==> src/rtl/fifo_sync_param.sv <==
// Parametrised single-clock FIFO with occupancy count,
// almost-full/empty flags, error pulses and optional FWFT read.
module fifo_sync_param #(
  parameter int DW    = 8,
  parameter int DEPTH = 16,
  parameter int AF_TH = 14,
  parameter int AE_TH = 2,
  parameter int FWFT  = 0
) (
  input  logic                     clk,
  input  logic                     rst,
  input  logic                     WREQ,
  input  logic [DW-1:0]            WD,
  input  logic                     RREQ,
  output logic [DW-1:0]            RD,
  output logic                     f,
  output logic                     e,
  output logic                     af,
  output logic                     ae,
  output logic [$clog2(DEPTH):0]   cnt,
  output logic                     ovf,
  output logic                     udf
);

  localparam int AW = $clog2(DEPTH);
  localparam int CW = AW + 1;

  localparam logic [AW-1:0] P_ONE  = AW'(1);
  localparam logic [CW-1:0] C_ONE  = CW'(1);
  localparam logic [CW-1:0] C_FULL = CW'(DEPTH);
  localparam logic [CW-1:0] C_AF   = CW'(AF_TH);
  localparam logic [CW-1:0] C_AE   = CW'(AE_TH);

  logic [DW-1:0] r_mem [DEPTH];
  logic [AW-1:0] r_wptr;
  logic [AW-1:0] r_rptr;
  logic [CW-1:0] r_cnt;
  logic          r_ovf;
  logic          r_udf;

  logic          w_we;
  logic          w_re;

  // Accept decisions come from the registered flags only.
  always_comb begin
    w_we = WREQ && !f;
    w_re = RREQ && !e;
  end

  // Flags are plain decodes of the registered count.
  always_comb begin
    f   = (r_cnt == C_FULL);
    e   = (r_cnt == '0);
    af  = (r_cnt >= C_AF);
    ae  = (r_cnt <= C_AE);
    cnt = r_cnt;
    ovf = r_ovf;
    udf = r_udf;
  end

  // Storage array; not reset, contents are gated by the count.
  always_ff @(posedge clk) begin
    if (w_we) r_mem[r_wptr] <= WD;
  end

  // Pointers, occupancy and error pulses.
  always_ff @(posedge clk or negedge rst) begin
    if (!rst) begin
      r_wptr <= '0;
      r_rptr <= '0;
      r_cnt  <= '0;
      r_ovf  <= 1'b0;
      r_udf  <= 1'b0;
    end else begin
      if (w_we) r_wptr <= r_wptr + P_ONE;
      if (w_re) r_rptr <= r_rptr + P_ONE;
      unique case ({w_we, w_re})
        2'b10:   r_cnt <= r_cnt + C_ONE;
        2'b01:   r_cnt <= r_cnt - C_ONE;
        default: r_cnt <= r_cnt;
      endcase
      r_ovf <= WREQ && f;
      r_udf <= RREQ && e;
    end
  end

  if (FWFT != 0) begin : g_fwft
    // Head of queue is shown directly; zero while empty.
    always_comb begin
      RD = e ? '0 : r_mem[r_rptr];
    end
  end else begin : g_reg
    logic [DW-1:0] r_rd;

    // Registered read port; holds on idle or rejected reads.
    always_ff @(posedge clk or negedge rst) begin
      if (!rst) begin
        r_rd <= '0;
      end else if (w_re) begin
        r_rd <= r_mem[r_rptr];
      end
    end

    always_comb begin
      RD = r_rd;
    end
  end

endmodule

==> config.mk <==
export PLATFORM = sky130hd
export DESIGN_NAME = fifo_sync_param
export DESIGN_NICKNAME = d
export VERILOG_FILES = /design/src/rtl/fifo_sync_param.sv
export SDC_FILE = /design/constraint.sdc
export NUM_CORES = 1
export LEC_CHECK = 0
export BUFFER_PORTS_ARGS = -buffer_cell sky130_fd_sc_hd__buf_2
export CORE_AREA = 4 4 99 195
export DETAILED_ROUTE_END_ITERATION = 8
export DIE_AREA = 0 0 103 199
export PLACE_DENSITY = 0.6
export SYNTH_ARGS = -nofsm -noshare
export SYNTH_HDL_FRONTEND = slang
export SYNTH_SLANG_ARGS = --single-unit
export TNS_END_PERCENT = 50
==> constraint.sdc <==
create_clock -name clk -period 4.7 [get_ports clk]
set_input_delay 0 -clock clk [delete_from_list [all_inputs] [get_ports clk]]
set_output_delay 0 -clock clk [all_outputs]
set_load 0.05 [all_outputs]
==> results of run 1 <==
-- Yosys cell counts, types with 4 or more instances --
library cell / instances / share of area (%)
mux2i_1: 16 / 2.6
buf_2: 7 / 0.57
xnor2_1: 6 / 0.85
nand2_1: 23 / 1.4
ha_1: 9 / 1.8
o221ai_2: 8 / 1.9
o21ai_0: 4 / 0.32
inv_1: 6 / 0.36
dfrtp_1: 23 / 9.3
nor2_1: 18 / 1.1
edfxtp_1: 128 / 62
clkbuf_1: 8 / 0.49
mux4_2: 32 / 12
nor3_1: 5 / 0.40
-- power groups by stage --
| stage | logic, mW | registers (mW) | clock network [mW] |
|---|---|---|---|
| floorplan | 0.971 | 1.95 | 0 |
| global placement | 1.29 | 1.95 | 0 |
| detailed placement | 1.31 | 1.97 | 0 |
| CTS | 1.32 | 1.94 | 1.34 |
| global route | 1.40 | 1.97 | 1.40 |
| finish | 1.29 | 1.93 | 1.31 |
-- path summary, 6_finish.rpt --
path,end,start,slack [ns],cells after the start
max reg2reg,cnt[4],cnt[1],1.39,10
max,cnt[4],cnt[1],1.39,10
min reg2reg,RD[5],RD[5],0.49,2
max in group asynchronous,r_rptr[2],rst,4.19,2
min in group clk,udf,RREQ,0.36,4
min,r_wptr[0],rst,0.11,2
-- final cells by class --
class | count | area, µm² | area share, %
multi-input cells | 155 | 1640 | 22.7
repair buffers | 45 | 290 | 4.01
clock buffers | 23 | 531 | 7.34
well taps | 213 | 267 | 3.69
flip-flops and latches | 151 | 4420 | 61.1
inverters | 7 | 26.3 | 0.363
clock inverters | 9 | 57.6 | 0.796
-- flip-flops by register name, summed over array words and instances (netlist names) --
signal  cells
r_mem     128
udf         1
RD          8
r_rptr      4
ovf         1
cnt         5
r_wptr      4
-- placed cells by master (no fill, tap or decap), types with 4 or more instances in the layout --
| cell | n |
|---|---|
| edfxtp_1 | 128 |
| mux4_2 | 32 |
| buf_2 | 30 |
| nand2_1 | 23 |
| dfrtp_1 | 22 |
| clkbuf_16 | 19 |
| nor2_1 | 18 |
| mux2i_1 | 16 |
| dlygate4sd3_1 | 11 |
| ha_1 | 9 |
| o221ai_2 | 8 |
| inv_1 | 6 |
| xnor2_1 | 6 |
| o21ai_0 | 4 |
| clkbuf_8 | 4 |
| clkinv_2 | 4 |
| buf_4 | 4 |
-- cell families after synthesis --
| group | count (synthesis) | share of synthesized area, % |
|---|---|---|
| flip-flops | 151 | 71.5 |
| XOR/XNOR | 9 | 1.28 |
| multiplexers | 49 | 14.4 |
| AND/OR/NAND/NOR | 65 | 5.16 |
| AO/OA/AOI/OAI | 23 | 3.68 |
| buffers and inverters | 26 | 2.13 |
| adder cells (fa/ha/maj) | 9 | 1.82 |
-- worst register-to-register path, cell delays in order, from the launching register on --
cell     delay, ns
dfrtp_1       0.48
or4_4         0.61
o21ai_2       0.38
inv_2         0.18
ha_1          0.36
xor2_1        0.19
ha_1          0.23
o211a_1       0.24
o21ai_0       0.14
o41ai_1       0.10
nor4b_1       0.30
-- timing repair --
item | CTS | global route
endpoints found under the setup margin | 0 | 0
hold endpoints to repair | 155 | 0
hold buffers | 11 | 0
-- per-layer routing --
layer / global-route usage, % / vias to the layer above / wire, µm
met5: 0 / - / 0
met4: 5.91 / 0 / 269
met3: 2.63 / 12 / 345
met2: 25.2 / 66 / 7330
met1: 12.5 / 1580 / 4220
li1: - / 1389 / -
==> results.md, run 1 <==
- Cts repair resizes: 0
- Sw Pwr: 1.52 mW
- Clock transition at path regs: approximately 0.06 ns
- I/O pin total: 31
- Post-synth EDFFs: ~130
- Ant diodes: 0
- Max clock buf depth: 2
- GP Congestion: around 0.74
- Tot GR Track Use: about an eighth
- Syn_area_per_cell: around 19 µm²
- Pint: about 3.0 mW
- Register area share after synthesis: 71.5%
- Critical Path Source Type: flip-flop
- Die Wd: 103 µm
- CP most frequent cell: ha_1
- Std-Cell Core Area: ~18000 µm²
- Area of the die: 20500 µm²
- Main flop type after synthesis: edfxtp_1
- Routed wire length: ~12000 µm
- Arr. time, crit path: between 3 and 4 ns
- PortBufs: 30
- Synth cell types: 43
- Initial antenna violation count: 0
- Core Rows: 69
- CP max-delay cell: or4_4
- Chip height: between 150 and 200 µm
- Maximum fanout along the worst path: 11
- Post-Place Worst Slack: 1.39 ns
- Ys async rst share: between 15 and 20%
- Slew HR: 25.9%
- Drt first pass iters: 4
- Via-to-Cell Ratio: about 5.1
- CP Data Required Time: between 5 and 6 ns
- Non-filler cells, final: 603
- CP Buf/Inv Count: 1
- Switching share of power: approximately a third
- Area post-placement: between 6000 and 7000 µm²
- Cells after DPL: 560
- Post-CTS Setup Bufs: 0
- Nets: between 300 and 400
- Worst-Margin Slew: about 1.1 ns
- Logic pwr share: between 20% and 30%
- Clock Sinks: around 150
- Htree depth: 4
- Core Util, Final: 40.7%
- Post-route cell area: 7230 µm²
- Synthesized area: around 6000 µm²
- Worst setup margin: 1.39 ns
- Routed wire per std cell: around 20 µm
- Fin Setup TNS: 0 ns
- Pwr dens: approximately 630 nW/µm²
- Synth Register Bits: approximately 150
- Initial core utilization: a little over a third
- Filler cell count: between 1500 and 2000
- Vias post-DR: around 3000
- Synth-to-Final Area Change: 17.0%
- FMAX: a little over 300 MHz
- Unrepaired setup endpoints after global routing: no
- Mapped Cells: roughly 330
- Pin count of the biggest net entering global routing: 24
- Fraction of layout cells with a size suffix above 1: between 20% and 30%
- # DRC: 0
- Status: finished clean
- Cts bufs inserted: 17
- Vias in the first global route: approximately 3400
- Slew Limit Fails: 0
- Final Cycle Share: 70.5%
- Hpwl dp: 8710 µm
- Pwr Total: 4.53 mW
- # setup viols final: 0
- Crit-path cells: or4_4, o21ai_2, inv_2, ha_1, xor2_1, ha_1, o211a_1, o21ai_0, o41ai_1, nor4b_1
- Final min period: about 3.3 ns
- Clk Latency, worst-skew pair: about 0.42 ns
- Post-Syn Nets: 353
- Worst clock skew: 0.00535 ns
- Max-cap violations: 0
- P_leak: 2.53 nW
- Grt total ovfl: 0
- Cell family with most CP delay: simple AND/OR/NAND/NOR gates
- Yosys warning count: 0
- Final hold vios: 0
- Crit path capture type: flip-flop
- First-pass GRT wire length: 19000 µm
- Hold_ws: between 0.1 and 0.15 ns
- Max stage delay on crit path: around 0.61 ns
- Worst vdd ir: a little over 300 µV
- Detailed Route Iter0 Violations: roughly 130
- Critical path class: reg2reg
- Clock share of power: 29.0%
- Final ANT Viol Nets: 0
- Sequential power share: 42.6%
- Clk root buf: clkbuf_16
- HP Class: in2async
- CTS tree: done
(Power assumes the default switching activity.)
==> run 2, diff against run 1 <==
==> constraint.sdc (replaced) <==
create_clock -name clk -period 3.3 [get_ports clk]
set_input_delay 0 -clock clk [delete_from_list [all_inputs] [get_ports clk]]
set_output_delay 0 -clock clk [all_outputs]
set_load 0.05 [all_outputs]
==> run 2 against run 1 <==
Non-clock buffer count grew 17. Clock power grew 40%. Via count grew 2.4%. Fmax grew 10%. Setup slack lost 1.1 ns. Global-route usage shrank 0.063 points. Sequential power grew 37%. Wire length shrank 0.27%. Count of clock-buffer cells in the layout grew 1. Sequential share of layout area shrank 0.92 points. Clock skew grew 0.0030 ns. Register-to-register slack lost 1.1 ns. Largest cell class unchanged. Largest power group unchanged.
==> results.md, run 2 (synthesis results as in run 1) <==
- Area of the die: around 20000 µm²
- HP Class: in2async
- Htree depth: 4
- Clock transition at path regs: around 0.06 ns
- Sw Pwr: 2.17 mW
- Cts repair resizes: 0
- Vias in the first global route: 3393
- # setup viols final: 0
- Sequential power share: ~40%
- Clk root buf: clkbuf_16
- Switching share of power: about a third
- Max stage delay on crit path: around 0.62 ns
- Flop2flop setup slack: roughly 0.29 ns
- Chip height: roughly 200 µm
- Post-Place Worst Slack: 0.294 ns
- Max-cap violations: 0
- Logic pwr share: 30.6%
- Reg with most FFs: r_mem
- # DRC: 0
- Arr. time, crit path: 3.32 ns
- Max reg flops: around 130
- Worst-Margin Slew: between 0.9 and 1 ns
- Slew HR: between 30 and 40%
- Tot GR Track Use: between 10% and 20%
- Worst clock skew: roughly 0.0083 ns
- Via-to-Cell Ratio: a little over 5
- CTS tree: done
- Crit-path cells: or4_4, o21ai_2, inv_2, ha_1, xor2_1, ha_1, nor2b_1, o21ai_0, a21oi_1, nor4b_1
- Clock Sinks: between 150 and 200
- FMAX: about 330 MHz
- GP Congestion: roughly 0.78
- Synth-to-Final Area Change: 18.8%
- Routed wire length: between 10000 and 15000 µm
- Initial core utilization: between 30% and 40%
- Final min period: approximately 3.0 ns
- Cts bufs inserted: 17
- Commonest non-fill, non-tap cell in the layout: edfxtp_1
- P_leak: between 2 and 3 nW
- Filler cell count: ~1600
- Fraction of layout cells with a size suffix above 1: a little under a third
- CP Data Required Time: approximately 3.6 ns
- Initial antenna violation count: 0
- Max clock buf depth: 2
- Pin count of the biggest net entering global routing: 34
- Clock share of power: about 28%
- Final hold vios: 0
- Grt total ovfl: 0
- Vias post-DR: about 3100
- Clk Latency, worst-skew pair: between 0.4 and 0.5 ns
- Core Rows: 69
- Maximum fanout along the worst path: 11
- Final ANT Viol Nets: 0
- CP most frequent cell: ha_1
- Worst setup margin: 0.290 ns
- PortBufs: 30
- Drt first pass iters: 6
- Status: finished clean
- Final Cycle Share: around nine tenths
- Slew Limit Fails: 0
- I/O pin total: 31
- Routed wire per std cell: 19.6 µm
- Unrepaired setup endpoints after global routing: no
- Pint: ~4.3 mW
- Most frequent cells in the layout: edfxtp_1 (128), mux4_2 (32), buf_2 (30)
- Hold_ws: roughly 0.11 ns
- Fin Setup TNS: 0 ns
- Pwr dens: slightly below 900 nW/µm²
- First-pass GRT wire length: 19100 µm
- Ant diodes: 0
- Hpwl dp: ~8500 µm
- Detailed Route Iter0 Violations: 208
- Nets: roughly 420
- Die Wd: 103 µm
- CP max-delay cell: or4_4
- Std-Cell Core Area: between 15000 and 20000 µm²
- Critical Path Source Type: flip-flop
- Crit path capture type: flip-flop
- Worst vdd ir: about 450 µV
- Critical path class: reg2reg
## run 2: changes by cell type in the layout (fill, tap and decap cells not counted)
| cell | change |
|---|---|
| inv_4 | -1 |
| nor3_2 | -2 |
| buf_4 | +17 |
| clkinv_2 | -1 |
| clkbuf_8 | -3 |
| nor3_1 | +2 |
| clkbuf_1 | +3 |
| inv_6 | +1 |
| clkbuf_16 | +1 |
## run 2: timing repair
item                      in CTS  in global routing
hold buffers                  11                  0
setup buffers                  0                  0
hold endpoints to repair     153                  0
## run 2: area by class of cell
cell class / count / area [µm²] / area share, %
clock buffers: 24 / 526 / 7.16
well taps: 213 / 267 / 3.63
flip-flops and latches: 151 / 4420 / 60.2
inverters: 7 / 26.3 / 0.358
clock inverters: 8 / 55.1 / 0.750
multi-input cells: 155 / 1630 / 22.2
repair buffers: 62 / 418 / 5.69
## run 2: power by group through the flow
stage | Combinational, mW | Clock (mW) | Sequential (mW)
after floorplan | 1.38 | 0 | 2.78
after global placement | 2.00 | 0 | 2.67
after detailed placement | 2.01 | 0 | 2.70
after CTS | 2.04 | 1.88 | 2.66
after global routing | 2.17 | 1.97 | 2.70
final | 1.99 | 1.84 | 2.65
## run 2: worst max-delay path: cells and delay by family, from the launching register on
kind                     cells  cell delay [ns]
flip-flops                   1             0.49
buffers and inverters        1             0.12
AO/OA/AOI/OAI                3             0.52
adder cells (fa/ha/maj)      2             0.55
XOR/XNOR                     1             0.19
AND/OR/NAND/NOR              3             1.05
## run 2: worst paths after layout
check,startpoint,endpoint,depth (start not counted)
min,rst,r_wptr[3],2
max in group asynchronous,rst,r_rptr[2],2
max,cnt[1],cnt[4],10
min in group clk,RREQ,udf,4
min reg2reg,RD[7],RD[7],2
max reg2reg,cnt[1],cnt[4],10
## run 2: metal layers
layer	wire [µm]	vias to the layer above	global-route usage (%)
li1	-	1433	-
met1	4340	1612	13.3
met2	7200	57	24.3
met3	278	18	1.86
met4	306	0	6.48
met5	0	-	0
## run 2: per-stage QoR
stage | power [mW] | utilization, % | cells | cell area [µm²]
detailed placement | 4.71 | 37.4 | 577 | 6650
global placement | 4.67 | 37.4 | 577 | 6650
floorplan | 4.17 | - | 332 | 6180
global route | 6.84 | 41.3 | 620 | 7340
finish | 6.48 | 41.3 | 620 | 7340
CTS | 6.58 | 41.3 | 620 | 7340
==> run 3, diff against run 2 <==
--- a/config.mk
+++ b/config.mk
@@ -6,9 +6,9 @@
 export NUM_CORES = 1
 export LEC_CHECK = 0
 export BUFFER_PORTS_ARGS = -buffer_cell sky130_fd_sc_hd__buf_2
-export CORE_AREA = 4 4 99 195
+export CORE_AREA = 4 4 127 153
 export DETAILED_ROUTE_END_ITERATION = 8
-export DIE_AREA = 0 0 103 199
+export DIE_AREA = 0 0 131 157
 export PLACE_DENSITY = 0.6
 export SYNTH_ARGS = -nofsm -noshare
 export SYNTH_HDL_FRONTEND = slang
==> run 3 against run 2 <==
Setup slack better by 0.054 ns. Hold slack better by 0.0091 ns. Design area up 1.6%. Fmax up 1.8%. Register-to-register slack better by 0.05 ns. First-iteration DRC count up 2.4%. Count of clock-buffer cells in the layout down 7. Via count up 0.93%. Critical path type unchanged. Critical endpoint unchanged.
==> results.md, run 3 (synthesis results as in run 1) <==
- Max-cap violations: 0
- Synth-to-Final Area Change: 20.6%
- Max clock buf depth: 2
- Slew Limit Fails: 0
- Final ANT Viol Nets: 0
- Worst-Margin Slew: 0.950 ns
- Logic pwr share: roughly 28%
- Std-Cell Core Area: 18000 µm²
- Core Rows: 54
- Routed wire per std cell: 19.2 µm
- Clk Latency, worst-skew pair: around 0.42 ns
- Max reg flops: around 130
- Via-to-Cell Ratio: roughly 5
- Fin Setup TNS: 0 ns
- FMAX: around 340 MHz
- Crit-path cells: or4_4, o21ai_2, inv_2, ha_2, xor2_1, ha_1, o211a_1, o21ai_0, o41ai_1, nor4b_1
- Maximum fanout along the worst path: 11
- Filler cell count: ~1600
- Sw Pwr: about 2.2 mW
- CTS tree: done
- Clock share of power: about a third
- Final min period: roughly 3.0 ns
- Arr. time, crit path: ~3.3 ns
- Cts bufs inserted: 17
- Ant diodes: 0
- Drt first pass iters: 4
- Worst clock skew: 0.00963 ns
- Critical Path Source Type: flip-flop
- Post-Place Worst Slack: around 0.25 ns
- Final hold vios: 0
- Final Cycle Share: 89.6%
- Area of the die: between 20000 and 25000 µm²
- # setup viols final: 0
- Core Util, Final: ~41%
- I/O pin total: 31
- Clock transition at path regs: around 0.06 ns
- CP max-delay cell: or4_4
- Reg2Reg Depth: 10
- HP Class: in2async
- Tot GR Track Use: 12.6%
- Sequential power share: between 30 and 40%
- Register Area: about 4400 µm²
- Detailed Route Iter0 Violations: between 200 and 250
- P_leak: about 2.6 nW
- Clk root buf: clkbuf_16
- Routed wire length: about 12000 µm
- Max stage delay on crit path: approximately 0.61 ns
- Pin count of the biggest net entering global routing: 34
- Pwr Total: a little under 7 mW
- Initial core utilization: approximately a third
- Status: finished clean
- Non-filler cells, final: ~630
- Die Wd: around 130 µm
- Multi-input gate area: 1630 µm²
- Pwr dens: between 900 and 1000 nW/µm²
- Fraction of layout cells with a size suffix above 1: a little under a third
- Hpwl dp: 7670 µm
- Nets: around 410
- Reg with most FFs: r_mem
- # DRC: 0
- First-pass GRT wire length: approximately 19000 µm
- Vias post-DR: 3149
- Grt total ovfl: 0
- Htree depth: 4
- Pint: about 4.7 mW
- Initial antenna violation count: 0
- Worst setup margin: approximately 0.34 ns
- Unrepaired setup endpoints after global routing: no
- Flop2flop setup slack: 0.34 ns
- Clock Sinks: ~150
- PortBufs: 30
- Chip height: 157 µm
- Critical path class: reg2reg
- GP Congestion: approximately 0.78
- Cells after DPL: between 500 and 600
- CP Data Required Time: 3.61 ns
- Commonest non-fill, non-tap cell in the layout: edfxtp_1
- Vias in the first global route: 3135
- Switching share of power: 32.0%
- Crit path capture type: flip-flop
- Slew HR: a little over a third
- Worst vdd ir: ~430 µV
- Most frequent cells in the layout: edfxtp_1 (128), mux4_2 (32), buf_2 (30)
[run 3: changes by cell type in the layout (fill, tap and decap cells not counted), sizes merged]
| cell | previous run | this run |
|---|---|---|
| clkbuf | 24 | 17 |
| bufinv | 0 | 7 |
| buf | 51 | 47 |
| inv | 11 | 10 |
| clkinv | 3 | 2 |
| clkinvlp | 1 | 3 |
[run 3: critical path: cells and delay by family (launching register included)]
kind                     cells  cell delay [ns]
adder cells (fa/ha/maj)      2             0.49
XOR/XNOR                     1             0.18
AND/OR/NAND/NOR              2             0.91
AO/OA/AOI/OAI                4             0.66
buffers and inverters        1             0.12
flip-flops                   1             0.50
[run 3: worst paths after layout]
kind,start,end
max reg2reg,cnt[1],cnt[4]
min in group clk,RREQ,udf
max in group asynchronous,rst,r_rptr[2]
max,cnt[1],cnt[4]
min reg2reg,RD[6],RD[6]
min,rst,cnt[2]
[run 3: cell type report]
cell class	count	area share [%]
Sequential cell	151	59.3
Multi-Input combinational cell	155	21.9
Clock buffer	17	5.70
Timing Repair Buffer	58	5.37
Tap cell	224	3.76
Clock inverter	15	3.64
Inverter	7	0.352
[run 3: layer usage]
| metal | track usage [%] | share of wire (%) |
|---|---|---|
| met4 | 4.56 | 1.5 |
| met2 | 20.9 | 52 |
| met3 | 3.26 | 4.2 |
| met5 | 0 | 0 |
| met1 | 15.8 | 42 |
[run 3: power groups by stage]
stage | sequential (mW) | clock [mW] | combinational, mW
after floorplan | 2.78 | 0 | 1.38
after global placement | 2.71 | 0 | 1.96
after detailed placement | 2.73 | 0 | 1.98
after CTS | 2.69 | 2.30 | 2.00
after global routing | 2.73 | 2.39 | 2.12
final | 2.69 | 2.26 | 1.95
[run 3: per-stage QoR]
stage | hold WS, ns | cell area (µm²)
final | 0.117 | 7460
after global placement | 0.0173 | 6650
after detailed placement | 0.0312 | 6650
after global routing | 0.156 | 7460
after floorplan | -0.296 | 6180
after CTS | 0.112 | 7450
[run 3: what timing repair did]
item	4_1_cts	5_1_grt
endpoints found under the hold margin	153	0
setup endpoints to repair	0	1
gates resized for setup	0	1
hold buffers	11	0
setup buffers	0	0
